File: src/rtl/led_blinker_bank.sv
// rtl/led_blinker_bank.sv - bank of NCH LED drivers (off/on/blink/one-shot) sharing one tick prescaler
// Build option: LED_BANK_FAST_SIM_EN forces the prescaler divide to 4 for simulation.
module led_blinker_bank #(
    parameter int NCH     = 4,
    parameter int CLK_HZ  = 100000000,
    parameter int TICK_HZ = 1000,
    parameter int PER_W   = 12
) (
    input  logic                   sys_clk,
    input  logic                   sys_rst_n,
    input  logic [2*NCH-1:0]       mode,
    input  logic [PER_W*NCH-1:0]   half_per,
    input  logic [NCH-1:0]         trig,
    input  logic                   restart,
    output logic                   tick,
    output logic [NCH-1:0]         led
);

`ifdef LED_BANK_FAST_SIM_EN
    localparam int DIV = 4;
`else
    localparam int DIV = CLK_HZ / TICK_HZ;
`endif
    localparam int PCW = (DIV > 1) ? $clog2(DIV) : 1;

    typedef enum logic [1:0] {
        M_OFF     = 2'b00,
        M_ON      = 2'b01,
        M_BLINK   = 2'b10,
        M_ONESHOT = 2'b11
    } mode_e;

    logic [PCW-1:0] pcnt_q, pcnt_d;
    logic           tick_q, tick_d;

    always_comb begin
        pcnt_d = pcnt_q;
        tick_d = 1'b0;
        if (restart) begin
            pcnt_d = '0;
        end else begin
            tick_d = (pcnt_q == PCW'(DIV - 1));
            pcnt_d = tick_d ? '0 : pcnt_q + 1'b1;
        end
    end

    always_ff @(posedge sys_clk or negedge sys_rst_n) begin
        if (!sys_rst_n) begin
            pcnt_q <= '0;
            tick_q <= 1'b0;
        end else begin
            pcnt_q <= pcnt_d;
            tick_q <= tick_d;
        end
    end

    assign tick = tick_q;

    for (genvar g = 0; g < NCH; g++) begin : g_ch
        mode_e            mode_q, mode_d, mode_in;
        logic [PER_W-1:0] cnt_q, cnt_d, hp_raw, hp_m1;
        logic             led_q, led_d;

        assign mode_in = mode_e'(mode[2*g +: 2]);
        assign hp_raw  = half_per[PER_W*g +: PER_W];
        // half_per of 0 behaves as 1, so the terminal count is 0 in both cases
        assign hp_m1   = (hp_raw == '0) ? '0 : hp_raw - 1'b1;

        always_comb begin
            mode_d = mode_q;
            cnt_d  = cnt_q;
            led_d  = led_q;
            if (restart) begin
                cnt_d = '0;
                if (mode_q == M_BLINK)   led_d = 1'b1;
                if (mode_q == M_ONESHOT) led_d = 1'b0;
            end else if (mode_in != mode_q) begin
                mode_d = mode_in;
                cnt_d  = '0;
                led_d  = (mode_in == M_ON) || (mode_in == M_BLINK);
            end else begin
                case (mode_q)
                    M_OFF: begin
                        led_d = 1'b0;
                        cnt_d = '0;
                    end
                    M_ON: begin
                        led_d = 1'b1;
                        cnt_d = '0;
                    end
                    M_BLINK: begin
                        if (tick_q) begin
                            if (cnt_q >= hp_m1) begin
                                cnt_d = '0;
                                led_d = ~led_q;
                            end else begin
                                cnt_d = cnt_q + 1'b1;
                            end
                        end
                    end
                    M_ONESHOT: begin
                        if (trig[g]) begin
                            led_d = 1'b1;
                            cnt_d = '0;
                        end else if (led_q && tick_q) begin
                            if (cnt_q >= hp_m1) begin
                                led_d = 1'b0;
                                cnt_d = '0;
                            end else begin
                                cnt_d = cnt_q + 1'b1;
                            end
                        end
                    end
                    default: ;
                endcase
            end
        end

        always_ff @(posedge sys_clk or negedge sys_rst_n) begin
            if (!sys_rst_n) begin
                mode_q <= M_OFF;
                cnt_q  <= '0;
                led_q  <= 1'b0;
            end else begin
                mode_q <= mode_d;
                cnt_q  <= cnt_d;
                led_q  <= led_d;
            end
        end

        assign led[g] = led_q;
    end

endmodule

File: config.mk
export PLATFORM = sky130hd
export DESIGN_NAME = led_blinker_bank
export DESIGN_NICKNAME = d
export VERILOG_FILES = /design/src/rtl/led_blinker_bank.sv
export SDC_FILE = /design/constraint.sdc
export NUM_CORES = 1
export LEC_CHECK = 0
export CAP_MARGIN = 20
export CORE_MARGIN = 2
export CORE_UTILIZATION = 56
export CTS_BUF_LIST = sky130_fd_sc_hd__clkbuf_4 sky130_fd_sc_hd__clkbuf_8
export CTS_CLUSTER_DIAMETER = 60
export DETAILED_ROUTE_END_ITERATION = 12
export DONT_BUFFER_PORTS = 1
export GPL_TIMING_DRIVEN = 0
export PLACE_DENSITY = 0.71
export SYNTH_ARGS = -nofsm -noshare
export SYNTH_HDL_FRONTEND = slang
export SYNTH_SLANG_ARGS = --single-unit
export TNS_END_PERCENT = 5
File: constraint.sdc
create_clock -name sys_clk -period 6.4 [get_ports sys_clk]
set_clock_uncertainty 0.2 [all_clocks]
set_input_delay 1.92 -clock sys_clk [delete_from_list [all_inputs] [get_ports sys_clk]]
set_output_delay 1.92 -clock sys_clk [all_outputs]
set_load 0.01 [all_outputs]
==> key figures <==
GRT
  – Grt total ovfl: 0
  – First-pass GRT wire length: 25560 um
  – Initial antenna violation count: 0
  – Number of global-route vias before repair: 5802
  – GRT Resource Usage Total: 24.12%
  – Largest net degree at the start of global routing: slightly below 80

Timing
  – Fin crit share: about 84%
  – RSZ-0062 raised after global routing: false
  – Min Tclk post-route: ~5.4 ns
  – Final setup TNS: 0 ns
  – Achievable Freq: about 0.19 GHz
  – Max Slew Vio Count: 0
  – Slew @ Worst Pin: 0.8833 ns
  – Slew headroom: 40.61%
  – Setup-failing EPs final: 0
  – Final hold vios: 0
  – Setup WS post-layout: 1.018 ns

Worst setup path
  – Max Fanout on Critical Path: 10
  – CP Data Arrival Time: approximately 5.4 ns
  – Largest stage delay on the critical path: about 0.68 ns
  – WP data required: ~6.4 ns
  – Critical Path Source Type: input pin
  – Crit path cell chain: or4_1 -> or3_1 -> or4b_4 -> buf_6 -> nand2_1 -> ha_1 -> a211oi_1 -> o21ai_0 -> a211oi_2 -> o31ai_1 -> mux2_2
  – Critical Path Start: half_per[45]
  – Crit path kind: in2reg
  – Buf/Inv on CP: 1
  – CP delay by family, top: simple AND/OR/NAND/NOR gates
  – Crit path capture type: flop
  – Critical Path Slowest Stage Cell: a211oi_2
  – Origin of the critical flop-to-flop path: g_ch[3].cnt_q[2]

Finish
  – Antenna diode count: 0
  – Fin cells: about 950
  – Fin nets: 927
  – Fillers: 1063
  – Layout cell share with drive strength beyond 1: under 10%
  – Area delta synth->final: 5.864%

Clock network
  – CTS clk-pin slew, worst paths: 0.08 ns
  – # hold bufs at CTS: 0
  – H-tree depth: 3
  – CTS buffer count: 9
  – CTS tree: built
  – Clk_lat worst skew: 0.35 ns
  – CTS Sinks: 78
  – Post-CTS setup buffers: 0
  – Post-CTS resize count: 0
  – Worst-case clock buffer depth: 2
  – Root buffer cell: clkbuf_8

Placed design
  – HPWL after DPL: 11160 um
  – DP Worst Slack: 0.6882 ns
  – PortBufs: 0
  – Placed insts: 935
  – Routability cong.: around 0.87

Pwr
  – Cell area power density: 148.3 mW/mm^2
  – Leak pwr: 0.002998 uW
  – VDD IR max: 0.08626 mV

Yosys
  – Leading area contributor after synthesis: dfrtp_1
  – Syn_nets: between 900 and 1000
  – Yosys cell types: between 60 and 70
  – Cell Area, Synth: 0.006529 mm^2
  – Top cells by area in the synthesized netlist: dfrtp_1 (30%), ha_1 (12%), nand2_1 (6.4%)
  – Count leader, synth: nand2_1
  – Sequential area share after synthesis: ~30%
  – Flops & latches, synth: 78
  – Async S/R FF share, synth: between 90% and 100%
  – Post-synth EDFFs: 0
  – Synth top area share: 29.90%
  – Synth Instances: 791
  – Syn Area/Cell: between 8 and 9 um^2
  – Syn. warnings: 0
  – Post-synth top cells: nand2_1 (112), dfrtp_1 (78), nor2_1 (67)
  – Leading register cell type out of synthesis: dfrtp_1

Job
  – Max-Cap Viols: 0

Hold path
  – Min-Delay Path Class: reg2reg
  – HP Start: pcnt_q[0]

Outcome
  – Outcome: finished clean

Routing
  – Drt first pass iters: 5
  – DR WL/cell: 15.26 um
  – Starting DRC count in detailed routing: 285
  – Total Wirelength: about 15000 um
  – Post-route ant nets: 0
  – Via density: 6.175
  – Via count: 5872
  – # DRC: 0

Floorplan
  – Die area: 0.01254 mm^2
  – Starting Density: 57.18%
  – Die X: 112.0 um
  – Core ar.: 0.01142 mm^2
  – Row cnt: 39
  – I/O pin total: a little under 70
  – Die H: 112.0 um
## metal layers
layer | share of wire (%) | vias to the layer above | GRT usage, % | wire length [um]
met2 | 48 | 134 | 41.86 | 7015
met5 | 0 | - | 0 | 0
met1 | 46 | 2780 | 31.47 | 6700
met4 | 1.0 | 0 | 5.772 | 152
met3 | 4.4 | 15 | 4.355 | 645
li1 | - | 2943 | - | -
## power breakdown
group | internal, uW | switching (uW)
clock | 189 | 184
combinational | 61.6 | 69.5
sequential | 504 | 15.8
## area by class of cell
type                            count  area [um^2]  area share [%]
Buffer                             19        95.09           1.376
Clock buffer                       10        137.6           1.991
Clock inverter                      6        61.31          0.8870
Inverter                           39        146.4           2.118
Multi-Input combinational cell    655         4335           62.73
Sequential cell                    78         1952           28.24
Tap cell                          143        178.9           2.589
Timing Repair Buffer                1        5.005         0.07241
## registers in the layout (all words and copies together), names as in the netlist
register,flops
g_ch.cnt_q,48
g_ch.led_q,4
g_ch.mode_q,8
tick,1
pcnt_q,17
## cell usage in the layout (no fill, tap or decap), types with 6 or more instances in the layout
cell type / instances
o21ai_0: 34
o221ai_1: 7
a21oi_1: 25
nor2b_1: 12
nor3_1: 37
and3_1: 8
xnor2_1: 15
nor2_1: 67
or3_1: 6
inv_1: 38
nand4_1: 18
a22o_1: 9
xor2_1: 38
o211ai_1: 8
o22ai_1: 9
nand2_1: 112
nand2b_1: 6
ha_1: 61
a221o_1: 8
nand3b_1: 6
or4_1: 6
or2_2: 9
a31oi_1: 12
o31ai_1: 15
nand3_1: 36
clkbuf_8: 10
clkbuf_1: 13
dfrtp_1: 78
nor4_1: 17
mux2_2: 8
## worst register-to-register path, cell delays in order (launching register included)
cell,delay [ns]
dfrtp_1,0.48
ha_1,0.35
a211oi_1,0.19
o21ai_0,0.22
a211oi_2,0.68
o31ai_1,0.25
mux2_2,0.31
## cell families after synthesis
kind of cell	count (synthesis)	synth area share (%)
xor gates and xnor gates	53	7.110
muxes	13	2.147
DFF	78	29.90
buffers and inverters	58	3.699
and+or+nand+nor	366	27.96
AOI/OAI and AO/OA	162	17.50
adders and majority gates	61	11.69
## worst paths after layout
path | slack, ns | cells past startpoint | end
setup reg to reg | 3.61 | 6 | g_ch[3].led_q
max in group asynchronous | 4.77 | 0 | g_ch[0].cnt_q[6]
min in group asynchronous | 1.06 | 0 | g_ch[1].cnt_q[6]
setup / recovery | 1.02 | 11 | g_ch[3].led_q
hold reg to reg | 0.29 | 1 | pcnt_q[0]
hold / removal | 0.29 | 1 | pcnt_q[0]
## through the flow
stage               total power, uW  util (%)  hold WS [ns]  instance area [um^2]
finish                         1025     60.53        0.2932                  6912
global route                   1076     60.53        0.3370                  6912
CTS                            1036     60.53        0.2984                  6912
detailed placement            660.7     58.79        0.2885                  6713
global placement              654.7     58.74        0.2742                  6708
floorplan                     632.8         -        0.2552                  6529
Power figures use the tool's default switching activity.
